==> config.mk <==
export PLATFORM = sky130hd
export DESIGN_NAME = bcd_countdown_timer
export DESIGN_NICKNAME = d
export VERILOG_FILES = /design/src/rtl/bcd_countdown_timer.sv
export SDC_FILE = /design/constraint.sdc
export NUM_CORES = 1
export LEC_CHECK = 0
export CORE_MARGIN = 4
export CORE_UTILIZATION = 58
export CTS_BUF_LIST = sky130_fd_sc_hd__clkbuf_8 sky130_fd_sc_hd__clkbuf_16
export DETAILED_ROUTE_END_ITERATION = 10
export GPL_TIMING_DRIVEN = 0
export PLACE_DENSITY_LB_ADDON = 0.12
export SLEW_MARGIN = 20
export SYNTH_ARGS = -nofsm -noshare
export SYNTH_HDL_FRONTEND = slang
export SYNTH_SLANG_ARGS = --single-unit
export TNS_END_PERCENT = 30
==> constraint.sdc <==
create_clock -name clk -period 2.4 [get_ports clk]
set_input_delay 0.48 -clock clk [delete_from_list [all_inputs] [get_ports clk]]
set_output_delay 0.48 -clock clk [all_outputs]
set_load 0.02 [all_outputs]
==> src/rtl/bcd_countdown_timer.sv <==
// Two-digit BCD countdown timer with prescaled tick, pause/resume and a done pulse.
// Input priority on each edge is reset > load > start > pause > tick.
module bcd_countdown_timer #(
  parameter int unsigned W = 1
) (
  input  logic       clk,
  input  logic       reset,
  input  logic       load,
  input  logic [7:0] load_val,
  input  logic       start,
  input  logic       pause,
  output logic [3:0] tens,
  output logic [3:0] ones,
  output logic       busy,
  output logic       expired,
  output logic       done
);

  typedef enum logic [1:0] {IDLE, RUN, PAUSED, DONE} state_t;

  state_t      state, state_n;
  logic [3:0]  tens_n, ones_n;
  logic [3:0]  rel_tens, rel_ones, rel_tens_n, rel_ones_n;
  logic [31:0] presc, presc_n;
  logic        done_n;
  logic        tick;
  logic [3:0]  ld_tens, ld_ones;

  function automatic logic [3:0] clamp9(input logic [3:0] d);
    return (d > 4'd9) ? 4'd9 : d;
  endfunction

  assign ld_tens = clamp9(load_val[7:4]);
  assign ld_ones = clamp9(load_val[3:0]);
  assign tick    = (presc == W);

  assign busy    = (state == RUN) || (state == PAUSED);
  assign expired = (state == DONE);

  always_comb begin
    state_n    = state;
    tens_n     = tens;
    ones_n     = ones;
    rel_tens_n = rel_tens;
    rel_ones_n = rel_ones;
    presc_n    = presc;
    done_n     = 1'b0;

    if (load) begin
      tens_n     = ld_tens;
      ones_n     = ld_ones;
      rel_tens_n = ld_tens;
      rel_ones_n = ld_ones;
      presc_n    = '0;
      state_n    = IDLE;
    end else if (start && (state == IDLE || state == DONE)) begin
      tens_n  = rel_tens;
      ones_n  = rel_ones;
      presc_n = '0;
      if (rel_tens == 4'd0 && rel_ones == 4'd0) begin
        state_n = DONE;
        done_n  = 1'b1;
      end else begin
        state_n = RUN;
      end
    end else if (start && state == PAUSED) begin
      // Resume keeps the held prescaler so the interrupted period is not restarted.
      state_n = RUN;
    end else begin
      case (state)
        RUN: begin
          if (pause && !start) begin
            state_n = PAUSED;
          end else if (tick) begin
            presc_n = '0;
            if (tens == 4'd0 && ones <= 4'd1) begin
              tens_n  = 4'd0;
              ones_n  = 4'd0;
              state_n = DONE;
              done_n  = 1'b1;
            end else if (ones != 4'd0) begin
              ones_n = ones - 4'd1;
            end else begin
              ones_n = 4'd9;
              tens_n = tens - 4'd1;
            end
          end else begin
            presc_n = presc + 32'd1;
          end
        end
        PAUSED:  presc_n = presc;
        default: presc_n = '0;
      endcase
    end
  end

  always_ff @(posedge clk) begin
    if (reset) begin
      state    <= IDLE;
      tens     <= 4'd0;
      ones     <= 4'd0;
      rel_tens <= 4'd0;
      rel_ones <= 4'd0;
      presc    <= '0;
      done     <= 1'b0;
    end else begin
      state    <= state_n;
      tens     <= tens_n;
      ones     <= ones_n;
      rel_tens <= rel_tens_n;
      rel_ones <= rel_ones_n;
      presc    <= presc_n;
      done     <= done_n;
    end
  end

endmodule

==> summary.txt <==
Floorplan
  – Row count: 25
  – Starting density of the core: 0.601
  – I/O Pins: 24
  – CORE AREA: 4750 um^2
  – Chip width: 78.2 um
  – Chip height: just under 80 um
  – Die area: roughly 6100 um^2

Setup path
  – CP Data Required Time: about 1.9 ns
  – Crit path arrival time: approximately 1.8 ns
  – CP delay by family, top: buffers and inverters
  – CP dominant cell by count: inv_1
  – FF-to-FF Start: state[0]
  – Critical Path Source Type: flop
  – Crit-path cells: inv_1 > ha_2 > inv_1 > clkdlybuf4s50_1
  – R2R Setup Slk: between 0.2 and 0.3 ns
  – CP max stage cell: clkdlybuf4s50_1
  – Launch point of the worst path: state[0]
  – Number of cells on the critical path: 4
  – Kind of critical path: flop to output port
  – Reg2reg end: ones[1]
  – Critical Path Fanout Max: 8
  – Slowest stage delay, CP: 0.60 ns
  – Worst setup EP type: output port
  – R2r worst-path depth: 7
  – Critical Path End: busy
  – Buf+Inv Stages, Crit Path: 3

STA
  – Layout Skew: a little over 0.01 ns
  – Setup Viol. Count Final: 0
  – Final hold vios: 0
  – Max Freq: around 440 MHz
  – RSZ-0062 raised after global routing: no
  – Slew margin rel.: 0.644
  – Worst-Margin Slew: ~0.53 ns
  – Fin. max-slew vios: 0
  – Fin crit period: approximately 2.3 ns
  – Fin worst setup slack: 0.148 ns
  – Fin crit share: 0.938

Yosys
  – Post-synthesis mux area share: 0.0105
  – XOR/XNOR Fraction of Synth Area: 0.0950
  – Complex-gate fraction of the synthesized area: 0.125
  – Yosys warnings: 0
  – Main combinational cell family by area after synthesis: simple AND/OR/NAND/NOR gates
  – Syn Nets: 350
  – Syn Inst Count: 330
  – Post-Synth Simple-Gate Area: 0.345
  – Ys async rst share: 0
  – Post-synth EDFFs: 0
  – Synthesis-stage register bit count: 51
  – Primary FF master, synth: dfxtp_1
  – Register area share after synthesis: 0.357
  – Avg Cell Area, Syn: between 8 and 9 um^2
  – Post-synth cell types: just over 60
  – Synth Area in Adders: 0.0306
  – Syn Std Cell Area: around 2900 um^2

Run
  – Max Cap Viol: 0

Clock tree
  – Clock slew at reported path FFs: 0.09 ns
  – Total CTS buffers: 5
  – Post-CTS Setup Bufs: 0
  – H-Tree Depth: 2
  – Clk_lat worst skew: approximately 0.3 ns
  – CTS tree: yes
  – Clk sinks: 51
  – Clock tree buffer depth: 2
  – Root Driver: clkbuf_8

Detailed routing
  – Routed vias: between 2,000 and 2,500
  – DR top layer: met4
  – Met2 wire len: just over 3000 um
  – WL met1: between 2000 and 3000 um
  – Initial DRC Count: approximately 120
  – Post-Route WL: 6230 um
  – Number of routed nets with antenna violations: 0
  – Routed len/inst: 14.6 um
  – # DRC: 0
  – Pre-antenna DRT Iters: 4
  – Via-per-instance ratio: 5.69
  – DR WL met3: between 150 and 200 um

GRT
  – Largest net degree at the start of global routing: 16
  – Vias in the first global route: 2,366
  – Total grt overflow: 0
  – First-pass GRT wire length: around 11,000 um
  – Initial antenna violation count: 0
  – All-Layer GR Usage: 0.213

Run status
  – Status: completed

Pwr
  – Final Total Pwr: 1.72 mW
  – Leakage power: around 1.1 nW
  – Pwr/cell area: ~530 nW/um^2
  – Peak supply drop: 0.316 mV

Min path
  – Worst min-delay path class: flop to flop

Final layout
  – Most frequent cells in the layout: nor2_1 (53), dfxtp_1 (51), xor2_1 (21), clkdlybuf4s50_1 (21), nand3_1 (17)
  – P&R area growth vs syn: 14.0%
  – ANT cells: 0
  – Commonest non-fill, non-tap cell in the layout: nor2_1
  – Layout net count: approximately 380
  – Core Util, Final: 0.685
  – Share of layout cells above drive strength 1: 0.109

Placed design
  – Gpl congestion: approximately 0.86
  – Pre-CTS setup slack: -0.0540 ns
  – Count of input and output buffers: 21
  – Detail Placement HPWL: around 4600 um
how the worst min path moves through the flow:
stage                startpoint  cells past startpoint          end
floorplan           rel_tens[0]                      2  rel_tens[0]
global placement    rel_ones[0]                      2  rel_ones[0]
detailed placement  rel_tens[0]                      2  rel_tens[0]
CTS                 rel_tens[0]                      2  rel_tens[0]
global route        rel_tens[0]                      2  rel_tens[0]
finish              rel_tens[0]                      2  rel_tens[0]
metal layers:
layer,vias to the layer above,global-route usage
met5,-,0
met2,45,0.384
met4,0,0.0997
met1,1126,0.245
met3,12,0.0333
li1,1240,-
synth_stat cells (2+ instances only):
cell / instances / share of area
a21oi_1: 12 / 0.021
a22oi_1: 5 / 0.013
a31oi_1: 2 / 0.0044
and2_1: 2 / 0.0044
and3_1: 2 / 0.0044
and3b_1: 2 / 0.0061
buf_1: 2 / 0.0026
buf_2: 6 / 0.011
clkbuf_1: 5 / 0.0066
dfxtp_1: 51 / 0.36
ha_1: 7 / 0.031
inv_1: 11 / 0.014
mux2i_1: 3 / 0.011
nand2_1: 16 / 0.021
nand2b_1: 5 / 0.011
nand3_1: 17 / 0.030
nand3b_1: 3 / 0.0079
nand4_1: 16 / 0.035
nand4_2: 2 / 0.0088
nor2_1: 53 / 0.070
nor2b_1: 10 / 0.022
nor3_1: 10 / 0.018
nor4_1: 6 / 0.013
nor4_2: 3 / 0.013
nor4b_4: 2 / 0.017
o211ai_1: 2 / 0.0053
o21a_1: 3 / 0.0079
o21ai_0: 5 / 0.0088
o31ai_1: 3 / 0.0079
or2_2: 2 / 0.0044
or4b_4: 2 / 0.0096
xnor2_1: 10 / 0.031
xor2_1: 21 / 0.064
sequential cells by signal, summed over array words and instances (netlist names):
name and cells:
ones 4, tens 4, done 1, rel_tens 4
rel_ones 4, presc 32, state 2
stage by stage:
step / hold WS [ns] / area, um^2 / TNS [ns] / instances
CTS: 0.502 / 3260 / 0 / 426
finish: 0.508 / 3260 / 0 / 426
global placement: 0.476 / 3150 / -0.0974 / 418
global route: 0.525 / 3260 / 0 / 426
floorplan: 0.464 / 2860 / 0 / 330
detailed placement: 0.488 / 3150 / -0.0828 / 418
kinds of logic (layout without fill, tap and decap cells):
logic type	after synthesis	in the layout
AND/OR/NAND/NOR	165	165
flip-flops	51	51
AO/OA/AOI/OAI	48	48
XOR/XNOR	31	31
buffers and inverters	25	54
adder cells (fa/ha/maj)	7	7
multiplexers	3	3
worst reg2reg max path, delay by kind of cell, from the launching register on:
| kind | cells | cell delay (ns) |
|---|---|---|
| fa+ha+maj | 1 | 0.42 |
| flops | 1 | 0.36 |
| simple gates | 1 | 0.14 |
| buf+inv | 2 | 0.45 |
| compound gates | 3 | 0.67 |
power breakdown:
part	total (mW)	switching [mW]	internal, mW
Combinational	0.274	0.151	0.123
Clock	0.553	0.290	0.263
Sequential	0.889	0.0215	0.868
timing repair:
action | 4_1_cts | 5_1_grt
hold buffers | 0 | 0
setup endpoints to repair | 0 | 1
hold endpoints to repair | 0 | 0
resized for setup | 0 | 1
cell type report:
| type | count | area, um^2 |
|---|---|---|
| Multi-Input combinational cell | 254 | 1730 |
| Fill cell | 433 | 1500 |
| Sequential cell | 51 | 1020 |
| Timing Repair Buffer | 21 | 210 |
| Clock buffer | 7 | 96.3 |
| Tap cell | 67 | 83.8 |
| Buffer | 14 | 63.8 |
| Inverter | 11 | 41.3 |
| Clock inverter | 1 | 7.51 |
Power figures use the tool's default switching activity.
==> RTL edit 1: new RTL, config.mk and constraints unchanged <==
The 4 states of `state_t` get a one-hot encoding in 4 bits.
--- a/src/rtl/bcd_countdown_timer.sv
+++ b/src/rtl/bcd_countdown_timer.sv
@@ -18,3 +18,3 @@
 
-  typedef enum logic [1:0] {IDLE, RUN, PAUSED, DONE} state_t;
+  typedef enum logic [3:0] {IDLE = 4'b0001, RUN = 4'b0010, PAUSED = 4'b0100, DONE = 4'b1000} state_t;
 
Behaviour: same outputs for any inputs over 10 cycles, from zero or initial values and one cycle with reset high; not proved beyond that.
==> RTL edit 1 against the original RTL <==
Total power shrank 1.1%; sequential cell count grew 2; maximum frequency grew 0.51%; count of clock-buffer cells in the layout shrank 1; largest power group unchanged; design area grew 6.0%; area after synthesis grew 6.8%; cell count grew 7.0%; setup slack gained 0.011 ns; highest routed layer unchanged; wire length grew 14%; die area grew 6.1%.
==> RTL edit 1: results <==
[yosys]
synth_area_per_cell_sq_um = 8.55
synth-seq-area-share_pct = 34.8
ys_seq_elements = 53
syn-num-nets = 374
synth_cell_types = 64
synthTopCellsByCount = 53 x dfxtp_1, 35 x nor2_1, 25 x nand2_1
synth_area_leaders = dfxtp_1 35%, nor2_1 4.3%, xor2_1 4.0%

[critical_path]
crit_end = presc[25]
arrival_ns = 2.47
rr_endpoint = tens[1]
crit_family = compound AO/OA/AOI/OAI gates
max_stage_delay_ns = 0.50
r2r_slack_ns = 0.27

[drt]
initialDrtViolationCount = 149
dr.pass1.iters = 5
routed_wl_um = 7070

[finish]
stdcell_count = 456
final-clk-cell-share_pct = 2.50
drive_gt1_share_pct = 8.29
inv_count = 10
buffer_area_share_pct = 8.59
multi_input_area_sq_um = 1880
final-seq-area_sq_um = 1060
num-nets-final = 403
num-nonclk-buffers = 37

[placement]
placedCellCount = 449
port_buffers = 22
gp_congestion = 0.914

[global_route]
grt_max_degree = 15
grt_first_pass_wirelength_um = 12600
grt_pass1_vias = 2612
grt.total_usage_pct = 24.3

[timing]
max_slew_margin_pct = 60.9
fin_skew_ns = 0.00776

[power]
vdd_ir_drop_max_v = 0.000296
leakage_nw = 1.11

[min_path]
whs_path_depth = 1

[run_status]
outcome = finished clean
==> RTL edit 1: cell types whose count changed in the layout (fill, tap and decap cells not counted), moves of 7 or more <==
cell,change
nor4_1,+12
and4_1,+7
nor2_1,-18
nand2_1,+9
xor2_1,-7
==> RTL edit 1: power by group <==
part	total [mW]	switching, mW	leakage, nW	internal (mW)
registers	0.933	0.0297	0.430	0.903
logic	0.270	0.151	0.630	0.119
clock network	0.496	0.271	0.0485	0.225
total	1.70	0.451	1.11	1.25
==> RTL edit 1: routing by layer <==
metal / track usage, % / part of all wire (%) / vias to the layer above
li1: - / - / 1384
met1: 32.1 / 45 / 1311
met2: 40.7 / 48 / 90
met3: 4.26 / 5.0 / 15
met4: 6.76 / 2.0 / 0
met5: 0 / 0 / -
==> RTL edit 1: per-stage QoR <==
stage	setup WS [ns]	utilization (%)	instance area (sq um)	hold slack [ns]	TNS (ns)
after global routing	0.00134	67.6	3450	0.520	0
after floorplan	0.462	-	3050	0.439	0
after CTS	0.0447	67.5	3450	0.492	0
after global placement	-0.245	65.8	3360	0.452	-3.31
after detailed placement	-0.244	65.8	3360	0.475	-4.10
final	0.159	67.6	3450	0.498	0
==> RTL edit 1: cell families (layout without fill, tap and decap cells) <==
| logic type | after synthesis | count (layout) | share of synthesized area (%) |
|---|---|---|---|
| AND/OR/NAND/NOR | 171 | 171 | 32.3 |
| AO/OA/AOI/OAI | 71 | 71 | 17.7 |
| flip-flops | 53 | 53 | 34.8 |
| XOR/XNOR | 28 | 28 | 8.28 |
| buffers and inverters | 25 | 54 | 3.73 |
| multiplexers | 5 | 5 | 1.64 |
| adder cells (fa/ha/maj) | 4 | 4 | 1.64 |
==> RTL edit 2: new RTL, same flow settings <==
Made on the original files. Register the outputs `busy` and `expired`, cleared by the reset; this adds one clock of latency there. The other outputs are not delayed to match.
--- a/src/rtl/bcd_countdown_timer.sv
+++ b/src/rtl/bcd_countdown_timer.sv
@@ -36,4 +36,11 @@
 
-  assign busy    = (state == RUN) || (state == PAUSED);
-  assign expired = (state == DONE);
+  always_ff @(posedge clk) begin
+    if (reset) begin
+      busy    <= '0;
+      expired <= '0;
+    end else begin
+      busy    <= (state == RUN) || (state == PAUSED);
+      expired <= (state == DONE);
+    end
+  end
 
Formal check against the unedited RTL: not equivalent (Yosys sat finds a counterexample within 4 cycles, from zero or initial values and one cycle with reset high).
==> RTL edit 2 against the original RTL <==
Area after synthesis down 1.1%; non-clock buffer count up 5; cell count up 3.5%; setup slack worse by 0.022 ns; register-to-register slack worse by 0.11 ns; design area up 1.6%; total power up 7.8%; maximum frequency down 0.97%; sequential share of layout area up 0.71 points; wire length up 3.9%; sequential power up 5.2%; hold slack worse by 0.010 ns; die area down 0.98%; sequential cell count up 2.
==> RTL edit 2: results <==
[run_status]
outcome = finished clean

[critical_path]
slowest_stage = or4b_2
cp_max_fo = 6
max_stage_delay_ns = 0.61
crit_family = simple AND/OR/NAND/NOR gates
critical_path_class = primary input to flop
rr_endpoint = tens[2]

[global_route]
use_met2_pct = 29.7
met3_usage_pct = 3.94
grt_pass1_vias = 2259
grtUsageMet1_pct = 34.1
grt_first_pass_wirelength_um = 10700

[min_path]
worstHoldEndpoint = presc[31]
worstHoldStart = presc[31]

[drt]
wire_per_inst_um = 14.7
dr_wl_met2_um = 2750
dr.pass1.iters = 6
drt-met1-wl_um = 3230
viasPerCell = 6.03
initialDrtViolationCount = 322

[timing]
max_slew_margin_pct = 63.9
fin_skew_ns = 0.00384

[finish]
n_fill_cell = 368
num-nets-final = 393
drive_gt1_share_pct = 8.56

[power]
leakage_nw = 1.16
seqPwrFrac_pct = 50.5
swShare_pct = 26.0
clock_power_share_pct = 33.8
vdd_ir_drop_max_v = 0.000298

[placement]
gp_congestion = 0.845
port_buffers = 23

[yosys]
yosysTopAreaCellShare_pct = 37.5
synthTopCellsByCount = 53 x dfxtp_1, 42 x nor2_1, 24 x nand2_1
synth-seq-area-share_pct = 37.5
ys.flop_type = dfxtp_1
syn-num-nets = 359
synth_area_leaders = dfxtp_1 38%, xor2_1 5.9%, nor2_1 5.6%
synth_cell_types = 52
[RTL edit 2: cell count changes after synthesis, sizes merged, moves of 8 or more]
| cell | delta |
|---|---|
| o21ai | +9 |
| nor2 | -12 |
| and4 | +8 |
| nand2 | +8 |
[RTL edit 2: cell families (layout without fill, tap and decap cells)]
group / after synthesis / after routing / share of synthesized area, %
AND/OR/NAND/NOR: 159 / 159 / 30.8
AO/OA/AOI/OAI: 70 / 70 / 17.0
flip-flops: 53 / 53 / 37.5
XOR/XNOR: 24 / 24 / 7.44
buffers and inverters: 24 / 59 / 3.41
adder cells (fa/ha/maj): 7 / 7 / 3.10
multiplexers: 2 / 2 / 0.708
[RTL edit 2: worst register-to-register path: cells and delay by family, from the launching register on]
family / cells / cell delay, ns
and+or+nand+nor: 3 / 1.15
AOI/OAI and AO/OA: 2 / 0.31
adders and majority gates: 1 / 0.32
buffers and inverters: 1 / 0.07
DFF: 1 / 0.37
[RTL edit 2: area by class of cell]
type	instances	area, sq um	area share [%]
Multi-Input combinational cell	262	1690	51.0
Timing Repair Buffer	27	260	7.86
Sequential cell	53	1060	32.0
Inverter	11	41.3	1.25
Tap cell	67	83.8	2.53
Clock inverter	2	33.8	1.02
Clock buffer	6	82.6	2.49
Buffer	13	58.8	1.78
[RTL edit 2: per-stage QoR]
step / cells / worst slack (ns) / cell area, sq um / util [%]
floorplan: 339 / 0.275 / 2830 / -
global placement: 429 / -0.321 / 3140 / 66.5
detailed placement: 429 / -0.328 / 3140 / 66.5
CTS: 437 / 0.00845 / 3260 / 69.0
global route: 441 / 0.00304 / 3310 / 70.1
finish: 441 / 0.126 / 3310 / 70.1
[RTL edit 2: repair_timing]
action	4_1_cts	5_1_grt
hold buffers	0	0
gates cloned	0	0
setup endpoints to repair	3	29
pin swaps	0	2
buffers inserted	0	4
resized for setup	1	9
